### config.mk
export PLATFORM = sky130hd
export DESIGN_NAME = fp_div_operand_loader
export DESIGN_NICKNAME = d
export VERILOG_FILES = /design/src/rtl/fp_div_operand_loader.sv
export SDC_FILE = /design/constraint.sdc
export NUM_CORES = 1
export LEC_CHECK = 0
export ABC_CLOCK_PERIOD_IN_PS = 3000
export BUFFER_PORTS_ARGS = -buffer_cell sky130_fd_sc_hd__buf_2
export CORE_ASPECT_RATIO = 0.9
export CORE_MARGIN = 1
export CORE_UTILIZATION = 40
export DETAILED_ROUTE_END_ITERATION = 16
export PLACE_DENSITY = 0.73
export SLEW_MARGIN = 10
export SYNTH_ARGS = -nofsm -noshare
export SYNTH_HDL_FRONTEND = slang
export SYNTH_SLANG_ARGS = --single-unit
### constraint.sdc
create_clock -name clk -period 3 [get_ports clk]
set_clock_uncertainty 0.15 [all_clocks]
set_input_delay 0.3 -clock clk [delete_from_list [all_inputs] [get_ports clk]]
set_output_delay 0.3 -clock clk [all_outputs]
set_load 0.02 [all_outputs]
### src/rtl/fp_div_operand_loader.sv
// rtl/fp_div_operand_loader.sv - byte-serial operand loader / result unloader wrapped around fp_division
// Optional special-operand override of the quotient is compiled in with FP_DIV_SPECIAL_CASE_EN.
module fp_div_operand_loader #(
  parameter int DIV_LATENCY = 2,
  parameter bit LSB_FIRST   = 1'b0
) (
  input  logic        clk,
  input  logic        rst_n,
  input  logic [7:0]  byte_in,
  input  logic        byte_vld,
  output logic        byte_rdy,
  output logic [31:0] div_a,
  output logic [31:0] div_b,
  input  logic [31:0] div_c,
  output logic [7:0]  byte_out,
  output logic        byte_out_vld,
  input  logic        byte_out_rdy,
  output logic        busy,
  output logic        done,
  output logic [2:0]  exc
);

  localparam int LW = (DIV_LATENCY < 1) ? 1 : $clog2(DIV_LATENCY + 1);

  typedef enum logic [1:0] {S_LOAD_A, S_LOAD_B, S_WAIT, S_SEND} state_t;

  state_t        state_q, state_d;
  logic [1:0]    cnt_q, cnt_d;
  logic [LW-1:0] lat_q, lat_d;
  logic [31:0]   div_a_q, div_a_d;
  logic [31:0]   div_b_q, div_b_d;
  logic [31:0]   res_q, res_d, res_sel;
  logic [2:0]    exc_q, exc_d, exc_sel;
  logic          done_q, done_d;
  logic [1:0]    lane;
  logic [4:0]    lane_lsb;

  // The byte counter walks lanes in transfer order; lane is the byte position inside the word.
  assign lane     = LSB_FIRST ? cnt_q : (2'd3 - cnt_q);
  assign lane_lsb = {lane, 3'b000};

`ifdef FP_DIV_SPECIAL_CASE_EN
  logic a_zero, a_inf, a_nan, b_zero, b_inf, b_nan, q_sign;

  always_comb begin
    a_zero  = (div_a_q[30:23] == 8'h00);
    a_inf   = (div_a_q[30:23] == 8'hFF) && (div_a_q[22:0] == 23'd0);
    a_nan   = (div_a_q[30:23] == 8'hFF) && (div_a_q[22:0] != 23'd0);
    b_zero  = (div_b_q[30:23] == 8'h00);
    b_inf   = (div_b_q[30:23] == 8'hFF) && (div_b_q[22:0] == 23'd0);
    b_nan   = (div_b_q[30:23] == 8'hFF) && (div_b_q[22:0] != 23'd0);
    q_sign  = div_a_q[31] ^ div_b_q[31];
    res_sel = div_c;
    exc_sel = 3'b000;
    // Earlier branches exclude the indeterminate forms, so later ones need no extra qualifiers.
    if (a_nan || b_nan || (a_zero && b_zero) || (a_inf && b_inf)) begin
      res_sel = 32'h7FC0_0000;
      exc_sel = 3'b100;
    end else if (b_zero || a_inf) begin
      res_sel = {q_sign, 8'hFF, 23'd0};
      exc_sel = 3'b010;
    end else if (a_zero || b_inf) begin
      res_sel = {q_sign, 8'h00, 23'd0};
      exc_sel = 3'b001;
    end
  end
`else
  assign res_sel = div_c;
  assign exc_sel = 3'b000;
`endif

  always_ff @(posedge clk) begin
    if (!rst_n) begin
      state_q <= S_LOAD_A;
      cnt_q   <= 2'd0;
      lat_q   <= '0;
      div_a_q <= 32'd0;
      div_b_q <= 32'd0;
      res_q   <= 32'd0;
      exc_q   <= 3'b000;
      done_q  <= 1'b0;
    end else begin
      state_q <= state_d;
      cnt_q   <= cnt_d;
      lat_q   <= lat_d;
      div_a_q <= div_a_d;
      div_b_q <= div_b_d;
      res_q   <= res_d;
      exc_q   <= exc_d;
      done_q  <= done_d;
    end
  end

  always_comb begin
    state_d      = state_q;
    cnt_d        = cnt_q;
    lat_d        = lat_q;
    div_a_d      = div_a_q;
    div_b_d      = div_b_q;
    res_d        = res_q;
    exc_d        = exc_q;
    done_d       = 1'b0;
    byte_rdy     = 1'b0;
    byte_out_vld = 1'b0;
    byte_out     = 8'h00;
    busy         = 1'b0;
    case (state_q)
      S_LOAD_A: begin
        byte_rdy = 1'b1;
        if (byte_vld) begin
          div_a_d[lane_lsb +: 8] = byte_in;
          cnt_d                  = cnt_q + 2'd1;
          if (cnt_q == 2'd3) state_d = S_LOAD_B;
        end
      end
      S_LOAD_B: begin
        byte_rdy = 1'b1;
        if (byte_vld) begin
          div_b_d[lane_lsb +: 8] = byte_in;
          cnt_d                  = cnt_q + 2'd1;
          if (cnt_q == 2'd3) begin
            state_d = S_WAIT;
            lat_d   = '0;
          end
        end
      end
      S_WAIT: begin
        busy  = 1'b1;
        lat_d = lat_q + LW'(1);
        // One edge beyond the divider pipeline depth covers its combinational divide path.
        if (lat_q == LW'(DIV_LATENCY)) begin
          res_d   = res_sel;
          exc_d   = exc_sel;
          cnt_d   = 2'd0;
          state_d = S_SEND;
        end
      end
      S_SEND: begin
        busy         = 1'b1;
        byte_out_vld = 1'b1;
        byte_out     = res_q[lane_lsb +: 8];
        if (byte_out_rdy) begin
          cnt_d = cnt_q + 2'd1;
          if (cnt_q == 2'd3) begin
            state_d = S_LOAD_A;
            done_d  = 1'b1;
          end
        end
      end
      default: state_d = S_LOAD_A;
    endcase
  end

  assign div_a = div_a_q;
  assign div_b = div_b_q;
  assign done  = done_q;
  assign exc   = exc_q;

endmodule

# Yosys cells after proc, flatten, opt, wreduce, memory -nomap -nowiden
# Cells that the tools add are included.
# totals
wordCells,59
ff_bits,103
in_bits,44
# op_classes
shift,3
add_sub_neg,4
reduce_logical,11
eq_ne,13
n_mux,21
# op_table
op,count
32-bit bitwise mux,2
8-bit by 7-bit variable shift with 32-bit output (first input constant),1
32-bit by 6-bit indexed part select with 8-bit output,1
8-bit by 7-bit indexed part select with 32-bit output,1
2-bit two-way mux,11
2-bit != test (second input constant),7
3-bit AND reduction,3
2-bit == test (second input constant),4
8-bit two-way mux,1
2-bit case mux with 4 select lines,1
5-bit negator with 7-bit output,1
7-bit AND reduction,1
2-bit case mux with 3 select lines,1
2-bit AND reduction,3
2-bit by 1-bit adder with 2-bit output (second input constant),2
1-bit two-way mux,4
2-bit case mux with 2 select lines,1
2-bit OR reduction,2
2-bit by 1-bit == test with 1-bit output (second input constant),1
2-bit zero test,1
2-bit by 1-bit != test with 1-bit output (second input constant),1
2-bit nonzero test,1
2-bit subtractor (first input constant),1

# Longest topological paths before layout
# Gate-level depths: netlist of run 1.
# depth
ltp_word,4
ltp_mapped,8
mapped_depth_nobuf,6

# Worst setup path before layout of run 1
# No wires, ideal clock.
# synth_timing
kind,reg2reg
startpoint,register cnt_q[1]
endpoint,"register div_a_q[27], in the netlist div_a[27]"
t_required_ps,2774
setup_slack_ps,783
setup_ps,76
n_path_buf,2
synth_period_minus_slack_ps,2217
stages_incl_launch_ff,8
arrival_time_ps,1991
path_cell_list,dfxtp_1 > clkbuf_1 > inv_1 > ha_1 > nor4_2 > buf_2 > nand3_1 > a21boi_0
# synth_between
elab_chain_cells,4
elab_cells_between_ends,5
cone_classes,2 x add/sub; 2 x shift; 1 x mux
# synth_rtl
element,line,source
start: declaration,28,"logic [1:0] cnt_q, cnt_d;"
start signal: assignment,84,cnt_q <= cnt_d;
2-bit subtractor (*),39,assign lane = LSB_FIRST ? cnt_q : (2'd3 - cnt_q);
5-bit negator with 7-bit output (*),111,div_a_d[lane_lsb +: 8] = byte_in;
8-bit by 7-bit indexed part select with 32-bit output or 8-bit by 7-bit variable shift with 32-bit output (tied branches),111,
32-bit bitwise mux (*),111,
end signal: assignment,86,div_a_q <= div_a_d;
end: declaration,30,"logic [31:0] div_a_q, div_a_d;"
# Mark *: on every way between the ends. The rest lies on a longest branch, timed or not.
# A chain may end at the register's enable or synchronous reset.

# Worst setup path after layout of run 1
# layout_timing
startpoint,register cnt_q[0]
endpoint,output byte_out[6]
# layout_between
elab_chain_cells,3
# layout_rtl
element,line,source
2-bit subtractor,39,
32-bit by 6-bit indexed part select with 8-bit output,141,byte_out = res_q[lane_lsb +: 8];
8-bit two-way mux,107,case (state_q)
end: declaration,15,"output logic [7:0] byte_out,"
# No other way between the ends.

==> impl_metrics.toml, run 1 <==
[outcome]
outcome = "finished, violations left"
violations = "DRC"

[worst_setup_path]
cp-startpoint = "cnt_q[0]"
critPathKind = "register to output pin"
reg2reg_slack_ns = 0.81
ff2ff_path_depth = 7
rr_startpoint = "cnt_q[1]"
cp.arrival_ns = 1.81
r2r_end = "div_a[5]"
cp_data_required_time_ns = 2.55
critPathMaxFanout = 15
crit_path_start_kind = "register"
cp-end-kind = "output pin"

[route]
drt_wl_total_um = 11000
drc = 6
drt_iter0_drc = 262
vias_per_cell = 5.19
drtAntennaViolNets = 0
routedWlPerCell_um = 15.2
vias = 3738
dr.pass1.iters = 11

[pwr]
cellLeakagePower_uw = 0.00214
switchingPower_uw = 696
p_int_uw = 2040
power_frac_clock = 0.415
power.share.sequential = 0.505
swShare = 0.254
irDropWorstVdd_v = 0.000297
powerDensity_nw_per_um2 = 521
power_frac_comb = 0.080

[grt]
grt.total_usage = 0.197
grt_pass1_vias = 3591
antenna_found_initial = 0
gr-total-overflow = 0
grt_max_degree = 44
grt_pass1_wl_um = 17600

[sta]
tightest_slew_ns = 0.597
maxSlewViolCount = 0
grt_setup_unrepaired = "no"
slew_headroom = 0.602
max_freq_ghz = 0.442
min_period_over_period = 0.754
hold_viol_final = 0
setup_violations = 0
finalSetupTns_ns = 0
fin_crit_ns = 2.26

[yosys]
ys_warn_count = 0
post_synth_instance_area_um2 = 4320
synth_seq_cells = 103
syn_inst = 484
synth_cell_types = 34
yosysSeqAreaShare = 0.478
syn_avg_cell_area_um2 = 8.92

[placement]
port_buffers = 119
place.detailed.hpwl_um = 7880
placed_area_um2 = 4960
globalplace.congestion = 0.872
place_inst = 704

[clocking]
cts_resized = 0
cts_tree = "built"
clock-sinks = 103
clockBufferDepth = 2
post_cts_buffers = 0
insertion_delay_ns = 0.34
cts_buffers = 9
htree_levels = 3
ctsHoldBuffers = 0
clkTransAtPathRegs_ns = 0.08
ctsRootBufferMaster = "clkbuf_16"

[die]
dieWidth_um = 112
core-area_um2 = 10400
dieHeight_um = 101
io_pins = 123
initial_utilization = 0.416
fp-row-count = 35
die_area_um2 = 11200

[min_path]
hold_path_end = "res_q[16]"
hold_start = "div_c[16]"
min_path_type = "input pin to register"
min_path_cells = 3

[layout]
stdcell_area_um2 = 5260
finalNonFillerCells = 720
drive_above_1_share = 0.266
antennaDiodeCount = 0
area_growth_pct = 21.7
final_cell_mix = "137 x nand2_1, 119 x buf_2, 103 x dfxtp_1"
final_common_cell = "nand2_1"
nets = 641

[job]
cap_violations = 0
Yosys cell counts:
master,number,share of area
o21ba_1,1,0.0023
a211o_1,1,0.0020
nor2_1,3,0.0026
o22ai_1,30,0.043
a21bo_2,1,0.0023
nand3_1,21,0.024
dfxtp_1,103,0.48
nor4b_1,1,0.0020
a21boi_1,1,0.0017
nor2b_1,22,0.032
nor4_2,1,0.0029
buf_2,11,0.013
nand3b_1,1,0.0017
mux2i_1,5,0.012
and4_1,2,0.0041
and3_1,5,0.0072
o21ai_0,2,0.0023
nor3_1,1,0.0012
and3_2,3,0.0052
ha_1,11,0.032
mux4_2,8,0.042
a221o_1,1,0.0023
a2bb2oi_1,1,0.0020
nand2_1,137,0.12
a22oi_1,17,0.030
a21boi_0,48,0.083
buf_6,1,0.0026
conb_1,1,0.00087
and2_1,9,0.013
buf_1,2,0.0017
or2_2,2,0.0029
buf_4,3,0.0052
inv_1,8,0.0070
clkbuf_1,20,0.017
cell type report:
cell class,count,area [µm²]
well taps,129,161
repair buffers,126,648
clock inverters,7,66.3
fillers,965,5120
multi-input cells,338,2060
clock buffers,9,225
inverters,8,30.0
flip-flops and latches,103,2060
stage by stage:
step	setup WS, ns	util	total power, µW	hold slack [ns]
finish	0.739	0.506	2740	0.0518
global route	0.585	0.506	2830	0.0575
detailed placement	0.802	0.478	1630	0.303
floorplan	0.783	-	1560	0.290
global placement	0.974	0.478	1630	0.297
CTS	0.713	0.506	2770	0.0412
flip-flops by register name, indices dropped and copies added (netlist names):
register,flops
div_a,32
res_q,32
div_b,32
done,1
cnt_q,2
state_q,2
lat_q,2
cell families (layout without fill, tap and decap cells):
family                     after synthesis  count (layout)  share of synthesized area
and+or+nand+nor                        208             208                      0.218
AOI/OAI and AO/OA                      103             103                      0.172
DFF                                    103             103                      0.478
buffers and inverters                   45             150                     0.0467
muxes                                   13              13                     0.0533
adders and majority gates               11              11                     0.0319
other                                    1               3                   0.000868
power groups by stage:
| stage | Clock (µW) | Combinational [µW] | Sequential (µW) |
|---|---|---|---|
| final | 1130 | 220 | 1380 |
| after global routing | 1210 | 241 | 1380 |
| after CTS | 1170 | 219 | 1380 |
| after detailed placement | 0 | 218 | 1420 |
| after global placement | 0 | 215 | 1410 |
| after floorplan | 0 | 128 | 1430 |
layer usage:
| metal | wire [µm] | share of wire | vias to the layer above | global-route usage |
|---|---|---|---|---|
| met3 | 566 | 0.052 | 12 | 0.0385 |
| met2 | 5190 | 0.47 | 108 | 0.326 |
| li1 | - | - | 1860 | - |
| met5 | 0 | 0 | - | 0 |
| met4 | 163 | 0.015 | 0 | 0.0748 |
| met1 | 5050 | 0.46 | 1758 | 0.256 |
critical path: stages (launching register included):
cell and delay, ns:
dfxtp_1 0.33, buf_4 0.26, mux4_2 0.54, and2_1 0.18, buf_2 0.15
how the worst max path moves through the flow:
stage                        endpoint  cells after the start
after CTS                 byte_out[6]                      4
after global placement       div_a[6]                      7
after floorplan             div_a[27]                      7
final                     byte_out[6]                      4
after detailed placement     div_a[5]                      7
after global routing         div_a[5]                      7
Power figures use the tool's default switching activity.
==> inputs of run 2 (changes only) <==
--- a/config.mk
+++ b/config.mk
@@ -5,13 +5,13 @@
 export SDC_FILE = /design/constraint.sdc
 export NUM_CORES = 1
 export LEC_CHECK = 0
-export ABC_CLOCK_PERIOD_IN_PS = 3000
+export ABC_CLOCK_PERIOD_IN_PS = 1800
 export BUFFER_PORTS_ARGS = -buffer_cell sky130_fd_sc_hd__buf_2
 export CORE_ASPECT_RATIO = 0.9
 export CORE_MARGIN = 1
 export CORE_UTILIZATION = 40
 export DETAILED_ROUTE_END_ITERATION = 16
-export PLACE_DENSITY = 0.73
+export PLACE_DENSITY = 0.76
 export SLEW_MARGIN = 10
 export SYNTH_ARGS = -nofsm -noshare
 export SYNTH_HDL_FRONTEND = slang
==> constraint.sdc (replaced) <==
create_clock -name clk -period 1.8 [get_ports clk]
set_clock_uncertainty 0.15 [all_clocks]
set_input_delay 0.18 -clock clk [delete_from_list [all_inputs] [get_ports clk]]
set_output_delay 0.18 -clock clk [all_outputs]
set_load 0.02 [all_outputs]
==> impl_metrics.toml, run 2 (synthesized netlist as in run 1, its figures left out) <==
[worst_setup_path]
critPathKind = "register to output pin"
cp-end-kind = "output pin"
crit_path_start_kind = "register"
ff2ff_path_depth = 8
cp_data_required_time_ns = 1.47
cp.arrival_ns = 1.64
reg2reg_slack_ns = -0.10
critPathMaxFanout = 8

[grt]
grt_max_degree = 36
grt_pass1_wl_um = 19500
gr-total-overflow = 0
grt_pass1_vias = 3970
grt.total_usage = 0.221
antenna_found_initial = 0

[layout]
drive_above_1_share = 0.337
area_growth_pct = 41.1
stdcell_area_um2 = 6090
final_common_cell = "nand2_1"
antennaDiodeCount = 0
final_cell_mix = "137 x nand2_1, 111 x buf_2, 99 x dfxtp_1"
nets = 699

[pwr]
powerDensity_nw_per_um2 = 783
finalPower_uw = 4770
cellLeakagePower_uw = 0.00247
irDropWorstVdd_v = 0.000441

[clocking]
insertion_delay_ns = 0.35
cts_buffers = 9
clockBufferDepth = 2
cts_tree = "built"
clock-sinks = 103
ctsRootBufferMaster = "clkbuf_16"
htree_levels = 3
clkTransAtPathRegs_ns = 0.07

[job]
cap_violations = 0

[sta]
maxSlewViolCount = 0
hold_viol_final = 0
layout_setup_ws_ns = -0.171
grt_setup_unrepaired = "yes"
fin_crit_ns = 1.97
min_period_over_period = 1.09
setup_violations = 28
max_freq_ghz = 0.507

[outcome]
violations = "DRC, setup timing"
outcome = "finished, violations left"

[placement]
globalplace.congestion = 0.816
port_buffers = 119
placed_area_um2 = 5150
place.detailed.hpwl_um = 8120

[route]
drc = 9
vias = 4192
vias_per_cell = 5.39
dr.pass1.iters = 12
drt_iter0_drc = 270
drtAntennaViolNets = 0
routedWlPerCell_um = 16.6
drt_wl_total_um = 12900

[die]
io_pins = 123
initial_utilization = 0.416
dieHeight_um = 101
core-area_um2 = 10400
fp-row-count = 35
die_area_um2 = 11200
dieWidth_um = 112

[min_path]
min_path_type = "input pin to register"
min_path_cells = 3
## run 2: cell count changes in the layout (fill, tap and decap cells not counted), sizes merged
cell	before	now
clkinv	2	1
inv	12	13
buf	126	151
dlygate4sd3	0	33
clkbuf	9	10
clkinvlp	1	0
## run 2: layout make-up
cell class / count / area, µm²
Clock inverter: 6 / 57.6
Sequential cell: 103 / 2080
Fill cell: 834 / 4290
Multi-Input combinational cell: 338 / 2240
Clock buffer: 10 / 239
Timing Repair Buffer: 184 / 1280
Inverter: 8 / 37.5
Tap cell: 129 / 161
## run 2: critical path, cell delays in order (launching register included)
cell and delay, ns:
dfxtp_4 0.37, buf_12 0.14, mux4_2 0.51, and2_4 0.16, buf_6 0.12
## run 2: path summary, 6_finish.rpt
check                  start     endpoint
setup / recovery    cnt_q[0]  byte_out[0]
hold / removal    byte_in[0]    div_b[24]
setup reg to reg    cnt_q[0]     div_a[6]
hold reg to reg    div_a[27]    div_a[27]
## run 2: report_power, final
part           leakage [µW]  internal (µW)  switching [µW]  total, µW
sequential         0.000833           2290            13.8       2310
clock              0.000148           1010             928       1940
combinational       0.00149            243             278        521
total               0.00247           3550            1220       4770
## run 2: timing repair
action	4_1_cts	5_1_grt
hold endpoints to repair	33	0
buffers inserted	7	2
hold buffers	33	0
pin swaps	7	3
setup endpoints to repair	14	63
cloned	0	1
resized for setup	41	33
## run 2: layer usage
metal	track usage	vias up	wire length (µm)
li1	-	1981	-
met3	0.0415	28	715
met2	0.378	164	6380
met5	0	-	0
met4	0.0915	0	311
met1	0.275	2019	5490
## run 2: metrics by stage
step                      utilization  instances  setup slack (ns)  hold WS [ns]  setup TNS, ns
after detailed placement        0.497        719           -0.0365         0.287        -0.0643
after floorplan                     -        486           0.00419         0.175              0
after global placement          0.497        719            0.0529         0.283              0
after global routing            0.587        778            -0.202        0.0293          -4.06
after CTS                       0.573        775            -0.163        0.0278          -1.23
final                           0.587        778            -0.171        0.0275          -2.60
